`src/rtl/seg7_pkg.sv`:
```
// Shared constants and helpers for the multiplexed seven-segment scanner.
package seg7_pkg;

  localparam int SEG_A  = 0;
  localparam int SEG_B  = 1;
  localparam int SEG_C  = 2;
  localparam int SEG_D  = 3;
  localparam int SEG_E  = 4;
  localparam int SEG_F  = 5;
  localparam int SEG_G  = 6;
  localparam int SEG_DP = 7;

  // Active-high gfedcba pattern for one hex nibble
  function automatic logic [6:0] seg7_hex(input logic [3:0] nibble);
    case (nibble)
      4'h0: return 7'h3F;
      4'h1: return 7'h06;
      4'h2: return 7'h5B;
      4'h3: return 7'h4F;
      4'h4: return 7'h66;
      4'h5: return 7'h6D;
      4'h6: return 7'h7D;
      4'h7: return 7'h07;
      4'h8: return 7'h7F;
      4'h9: return 7'h6F;
      4'hA: return 7'h77;
      4'hB: return 7'h7C;
      4'hC: return 7'h39;
      4'hD: return 7'h5E;
      4'hE: return 7'h79;
      default: return 7'h71;
    endcase
  endfunction

  function automatic int idx_w(input int n);
    return (n <= 2) ? 1 : $clog2(n);
  endfunction

endpackage

```
`src/rtl/seg7_decode.sv`:
```
// Nibble + decimal point + blank to active-high {dp,g,f,e,d,c,b,a}.
module seg7_decode
  import seg7_pkg::*;
(
  input  logic [3:0] nibble_i,
  input  logic       dp_i,
  input  logic       blank_i,
  output logic [7:0] seg_o
);

  always_comb begin
    seg_o = '0;
    if (!blank_i) begin
      seg_o[SEG_G:SEG_A] = seg7_hex(nibble_i);
      seg_o[SEG_DP]      = dp_i;
    end
  end

endmodule

```
`src/rtl/seg7_scan_mux.sv`:
```
// Multiplexed seven-segment scanner with guard band, PWM dimming and
// frame-synchronous commit of shadowed display data.
module seg7_scan_mux
  import seg7_pkg::*;
#(
  parameter int DIGITS     = 8,
  parameter int SCAN_DIV   = 100000,
  parameter int GUARD      = 64,
  parameter int BRIGHT_W   = 4,
  parameter int ACTIVE_LOW = 1
) (
  input  logic                  clk_i,
  input  logic                  rst_n_i,
  input  logic [4*DIGITS-1:0]   value_i,
  input  logic [DIGITS-1:0]     dp_i,
  input  logic [DIGITS-1:0]     blank_i,
  input  logic [BRIGHT_W-1:0]   bright_i,
  input  logic                  load_i,
  output logic [DIGITS-1:0]     anodes_o,
  output logic [7:0]            cathodes_o,
  output logic                  frame_tick_o
);

  localparam int IDX_W = idx_w(DIGITS);
  localparam int PRE_W = idx_w(SCAN_DIV);
  localparam logic [PRE_W-1:0] PRE_LAST = PRE_W'(SCAN_DIV - 1);
  localparam logic [PRE_W-1:0] GUARD_V  = PRE_W'(GUARD);
  localparam logic [IDX_W-1:0] IDX_LAST = IDX_W'(DIGITS - 1);
  localparam logic             POL      = (ACTIVE_LOW != 0);

  logic [PRE_W-1:0]    presc_q, presc_d;
  logic [IDX_W-1:0]    idx_q, idx_d;
  logic [BRIGHT_W-1:0] pwm_q, pwm_d;
  logic                pending_q, pending_d;
  logic [4*DIGITS-1:0] sh_val_q, sh_val_d, disp_val_q, disp_val_d;
  logic [DIGITS-1:0]   sh_dp_q, sh_dp_d, disp_dp_q, disp_dp_d;
  logic [DIGITS-1:0]   sh_blank_q, sh_blank_d, disp_blank_q, disp_blank_d;
  logic [DIGITS-1:0]   anodes_q, anodes_d, an_on;
  logic [7:0]          cathodes_q, cathodes_d, seg_raw;
  logic                frame_tick_q, frame_tick_d;
  logic                last_slot, tick_now, on_window;
  logic [3:0]          nib_sel;
  logic                dp_sel, blank_sel;

  always_comb begin
    last_slot = (presc_q == PRE_LAST);
    tick_now  = last_slot && (idx_q == IDX_LAST);
    presc_d   = last_slot ? '0 : presc_q + 1'b1;
    idx_d     = idx_q;
    if (last_slot) idx_d = (idx_q == IDX_LAST) ? '0 : idx_q + 1'b1;
    pwm_d     = pwm_q + 1'b1;

    sh_val_d   = load_i ? value_i : sh_val_q;
    sh_dp_d    = load_i ? dp_i    : sh_dp_q;
    sh_blank_d = load_i ? blank_i : sh_blank_q;
    pending_d  = pending_q | load_i;

    disp_val_d   = disp_val_q;
    disp_dp_d    = disp_dp_q;
    disp_blank_d = disp_blank_q;
    // Display data only ever changes at the frame boundary; a load on that
    // very cycle bypasses the shadow so it is not deferred a whole frame.
    if (tick_now) begin
      if (load_i) begin
        disp_val_d   = value_i;
        disp_dp_d    = dp_i;
        disp_blank_d = blank_i;
      end else if (pending_q) begin
        disp_val_d   = sh_val_q;
        disp_dp_d    = sh_dp_q;
        disp_blank_d = sh_blank_q;
      end
      pending_d = 1'b0;
    end
  end

  // Outputs are computed from next-state values so the registered pins line
  // up with the counters after the same edge.
  always_comb begin
    on_window = (presc_d >= GUARD_V) && (pwm_d <= bright_i);
    nib_sel   = '0;
    dp_sel    = 1'b0;
    blank_sel = 1'b1;
    an_on     = '0;
    for (int i = 0; i < DIGITS; i++) begin
      if (idx_d == IDX_W'(i)) begin
        nib_sel   = disp_val_d[4*i +: 4];
        dp_sel    = disp_dp_d[i];
        blank_sel = disp_blank_d[i];
        an_on[i]  = on_window && !disp_blank_d[i];
      end
    end
    anodes_d     = an_on ^ {DIGITS{POL}};
    cathodes_d   = seg_raw ^ {8{POL}};
    frame_tick_d = (presc_d == PRE_LAST) && (idx_d == IDX_LAST);
  end

  seg7_decode u_decode (
    .nibble_i (nib_sel),
    .dp_i     (dp_sel),
    .blank_i  (blank_sel),
    .seg_o    (seg_raw)
  );

  always_ff @(posedge clk_i) begin
    if (!rst_n_i) begin
      presc_q      <= '0;
      idx_q        <= '0;
      pwm_q        <= '0;
      pending_q    <= 1'b0;
      sh_val_q     <= '0;
      sh_dp_q      <= '0;
      sh_blank_q   <= '1;
      disp_val_q   <= '0;
      disp_dp_q    <= '0;
      disp_blank_q <= '1;
      anodes_q     <= {DIGITS{POL}};
      cathodes_q   <= {8{POL}};
      frame_tick_q <= 1'b0;
    end else begin
      presc_q      <= presc_d;
      idx_q        <= idx_d;
      pwm_q        <= pwm_d;
      pending_q    <= pending_d;
      sh_val_q     <= sh_val_d;
      sh_dp_q      <= sh_dp_d;
      sh_blank_q   <= sh_blank_d;
      disp_val_q   <= disp_val_d;
      disp_dp_q    <= disp_dp_d;
      disp_blank_q <= disp_blank_d;
      anodes_q     <= anodes_d;
      cathodes_q   <= cathodes_d;
      frame_tick_q <= frame_tick_d;
    end
  end

  assign anodes_o     = anodes_q;
  assign cathodes_o   = cathodes_q;
  assign frame_tick_o = frame_tick_q;

endmodule

```
`config.mk`:
```
export PLATFORM = sky130hd
export DESIGN_NAME = seg7_scan_mux
export DESIGN_NICKNAME = d
export VERILOG_FILES = /design/src/rtl/seg7_pkg.sv /design/src/rtl/seg7_decode.sv /design/src/rtl/seg7_scan_mux.sv
export SDC_FILE = /design/constraint.sdc
export NUM_CORES = 1
export LEC_CHECK = 0
export BUFFER_PORTS_ARGS = -buffer_cell sky130_fd_sc_hd__buf_4
export CORE_MARGIN = 3
export CORE_UTILIZATION = 50
export CTS_BUF_LIST = sky130_fd_sc_hd__clkbuf_16
export DETAILED_ROUTE_END_ITERATION = 8
export PLACE_DENSITY = 0.7
export SLEW_MARGIN = 20
export SYNTH_ARGS = -nofsm -noshare
export SYNTH_HDL_FRONTEND = slang
export SYNTH_SLANG_ARGS = --single-unit
```
`constraint.sdc`:
```
create_clock -name clk_i -period 4.8 [get_ports clk_i]
set_input_delay 0 -clock clk_i [delete_from_list [all_inputs] [get_ports clk_i]]
set_output_delay 0 -clock clk_i [all_outputs]
set_load 0.01 [all_outputs]
```
==> flow_summary.json <==
{
  "status": "complete, no violations",
  "post_synth_num_cell_types": 72,
  "critical_path_class": "reg -> reg",
  "gr-usage-met3_pct": 6.667,
  "power.ir.vdd_worst_uv": 261.6,
  "ys_ff_latch": 138,
  "setup_viol": 0,
  "syn-mean-instance-area_um2": 8.572,
  "boundaryPins": 72,
  "coreArea_mm2": 0.01282,
  "dominant_combinational_cell_family_by_area_after_synthesis": "simple AND/OR/NAND/NOR gates",
  "post-dp-hpwl_um": 12470,
  "ys.flop_type": "dfxtp_1",
  "rsz0062_at_grt": "false",
  "route.detailed.vias_per_inst": 5.983,
  "clkSlewWorstSetupHoldPaths_ns": 0.06,
  "portion_of_total_power_attributed_to_sequential_cells_pct": 43.5,
  "yosys_warnings": 0,
  "cts_made_buffers": 17,
  "final-hold-violation-count": 0,
  "worstPathRequired_ns": 5.09,
  "synth_simple_gate_area_share_pct": 21.44,
  "most_used_standard_cells_in_the_synthesized_netlist": "dfxtp_1, nor2_1, mux2i_1, nand2_1, o22ai_1",
  "clock_power_share_pct": 48.4,
  "gr-total-overflow": 0,
  "powerDensity_mw_per_mm2": 325.3,
  "max_freq_mhz": 224.1,
  "post_synth_xor_area_fraction_pct": 2.630,
  "path_max_fanout": 22,
  "worst_setup_path_end_kind": "flip-flop",
  "post_synthesis_share_of_cell_area_spent_on_full_adders_half_adders_and_majority_gates_pct": 2.630,
  "die_x_um": 121.4,
  "sequential_cell_area_mm2": 0.002763,
  "drtIter0Drc": 706,
  "synthMostInstantiatedCell": "dfxtp_1",
  "finalWirelength_um": 19420,
  "antenna_violations_before_repair": 0,
  "die_height_um": 121.4,
  "crit_arrival_ns": 4.75,
  "drv.max_cap_violation_count": 0,
  "multi_input_area_mm2": 0.003603,
  "slew_at_the_pin_with_the_worst_max_slew_slack_ns": 0.8227,
  "dominant_cells_by_area_after_synthesis": "dfxtp_1, mux2i_1, nor2_1, o22ai_1, nand2_1",
  "syn2layout_area_growth_pct": 26.51,
  "grt-busiest-layer": "met2",
  "timing.final.crit_share_pct": 92.95,
  "timing.clock.skew_ns": 0.01058,
  "globalRouteMet2Util_pct": 42.97,
  "cellLeakagePower_uw": 0.003507,
  "io_buffers": 71,
  "internal_cell_power_uw": 2140,
  "n_fill_cell": 1027,
  "netlist.top_cell.by_area": "dfxtp_1",
  "gp_congestion": 0.8981,
  "cts_tree": "yes",
  "worstSkewPairLatency_ns": 0.42,
  "ant_nets": 0,
  "grt_pass1_wl_um": 31070,
  "cts.htree.levels": 4,
  "startpoint_type": "flip-flop",
  "timing.critical_path.slowest_cell_delay_ns": 0.61,
  "floorplan.initialDensity_pct": 51.93,
  "floorplan.rows": 41,
  "ctsLongestPathBuffers": 2,
  "yosys-mux-area-fraction_pct": 8.623,
  "place_ws_ns": 0.5358,
  "power_switching_uw": 601.1,
  "hp-class": "in -> reg",
  "worst_slack_ns": 0.3385,
  "fp.dieArea_mm2": 0.01474,
  "cts.sinks": 138,
  "timing_max_transition_violations_final": 0,
  "synthArstFlopShare_pct": 0,
  "via_count": 6372,
  "period_needed_ns": 4.461,
  "slowest_stage": "or4_4",
  "firstDrtPassIters": 5,
  "routedWlPerCell_um": 18.23,
  "synth_enable_flop_cells": 0,
  "grt_pass1_vias": 6154,
  "grt_use_total_pct": 26.54,
  "timing.critical_path.cells": "or4_4, nor4_2, nand4_2, buf_4, o22ai_1, a21o_1, nor2_1, a221oi_1, o211a_1, inv_1, ha_1, mux2_2, mux2i_1, nand2_1",
  "post_synthesis_cells": 777,
  "power.share.combinational_pct": 8.0,
  "antenna_cells": 0,
  "switching_share_pct": 21.93,
  "pin_count_of_the_biggest_net_entering_global_routing": 75,
  "synth-compound-area-share_pct": 18.77,
  "fin_nets": 950,
  "syn-num-nets": 846,
  "post-route-drc-count": 0,
  "buffers_inserted_during_post_cts_setup_optimization": 0,
  "post_synth_instance_area_mm2": 0.006660,
  "ctsRootBufferMaster": "clkbuf_16",
  "grtUsageMet1_pct": 34.86,
  "slew_headroom_pct": 45.15,
  "yosys.area.top_type_share_pct": 41.48,
  "totalNegativeSetupSlack_ns": 0,
  "synth_seq_area_share_pct": 41.48,
  "post_route_cells_drive_above_1_share_pct": 14.45
}
-- through the flow --
step,instance area (µm²),utilization (%),total power (µW),hold WS (ns),std cells
4_1_cts,8426,65.70,2749,0.1736,1065
5_1_grt,8426,65.70,2826,0.2080,1065
2_1_floorplan,6660,-,1323,0.1285,777
3_5_place_dp,7264,56.64,1395,0.2372,977
6_report,8426,65.70,2741,0.1822,1065
3_3_place_gp,7264,56.64,1389,0.2324,977
-- state kept, by name, indices dropped and copies added, names as in the netlist --
signal and cells:
sh_dp_q 8, sh_blank_q 8, pwm_q 4, pending_q 1, disp_dp_q 8, frame_tick_o 1
sh_val_q 32, anodes_o 8, cathodes_o 8, presc_q 17, idx_q 3, disp_val_q 32
disp_blank_q 8
-- power groups by stage --
stage | clock network, µW | registers (µW) | logic (µW)
floorplan | 0 | 1210 | 112
CTS | 1340 | 1190 | 218
global placement | 0 | 1220 | 173
global route | 1390 | 1200 | 240
finish | 1330 | 1190 | 220
detailed placement | 0 | 1220 | 179
-- layout make-up --
cell class              instances  area share, %
inverters                      12         0.5346
flip-flops and latches        138          32.79
repair buffers                142          14.35
well taps                     172          2.554
clock buffers                  17          5.049
multi-input cells             570          42.77
clock inverters                14          1.960
-- worst paths after layout --
kind              startpoint             to  slack, ns  depth (start not counted)
setup / recovery  presc_q[5]  cathodes_o[3]       0.34                         14
setup reg to reg  presc_q[5]  cathodes_o[3]       0.34                         14
hold reg to reg     pwm_q[0]       pwm_q[0]       0.47                          1
hold / removal        load_i   sh_val_q[26]       0.18                          3
-- metal layers --
layer	part of all wire, %	vias to the layer above
li1	-	3025
met4	1.8	0
met1	43	3039
met3	7.7	37
met5	0	-
met2	47	271
-- cell families (layout without fill, tap and decap cells) --
group	Yosys count	in the layout
AOI/OAI and AO/OA	177	177
xor gates and xnor gates	20	20
adders and majority gates	14	14
buffers and inverters	69	185
DFF	138	138
muxes	57	57
and+or+nand+nor	302	302
-- worst max-delay path, delay by kind of cell (launching register included) --
family	cells	cell delay, ns
buffers and inverters	2	0.59
adder cells (fa/ha/maj)	1	0.26
AO/OA/AOI/OAI	4	0.91
AND/OR/NAND/NOR	5	1.73
flip-flops	1	0.38
multiplexers	2	0.46
-- placed cells by master (no fill, tap or decap), drive strengths merged, types with 3 or more instances in the layout --
cell and count:
o32ai 6, o22a 15, dfxtp 138, nand2 54, or2 7, and4 3
dlygate4sd3 57, o21ai 22, a211oi 7, a31oi 9, o211ai 5, nor2b 3
inv 16, xnor2 8, nor4 10, a21oi 17, bufinv 4, nand3 23
xor2 12, o221ai 13, nor2 134, mux2 3, nor3 17, and3 6
o22ai 46, o211a 3, clkinv 5, o21a 6, mux2i 54, nand4 13
clkbuf 17, a21o 8, and2 18, nor3b 3, buf 85, ha 14
-- what timing repair did --
action | in CTS | in global routing
hold buffers | 57 | 0
endpoints found under the hold margin | 83 | 0
resized for setup | 0 | 0
(Power assumes the default switching activity.)
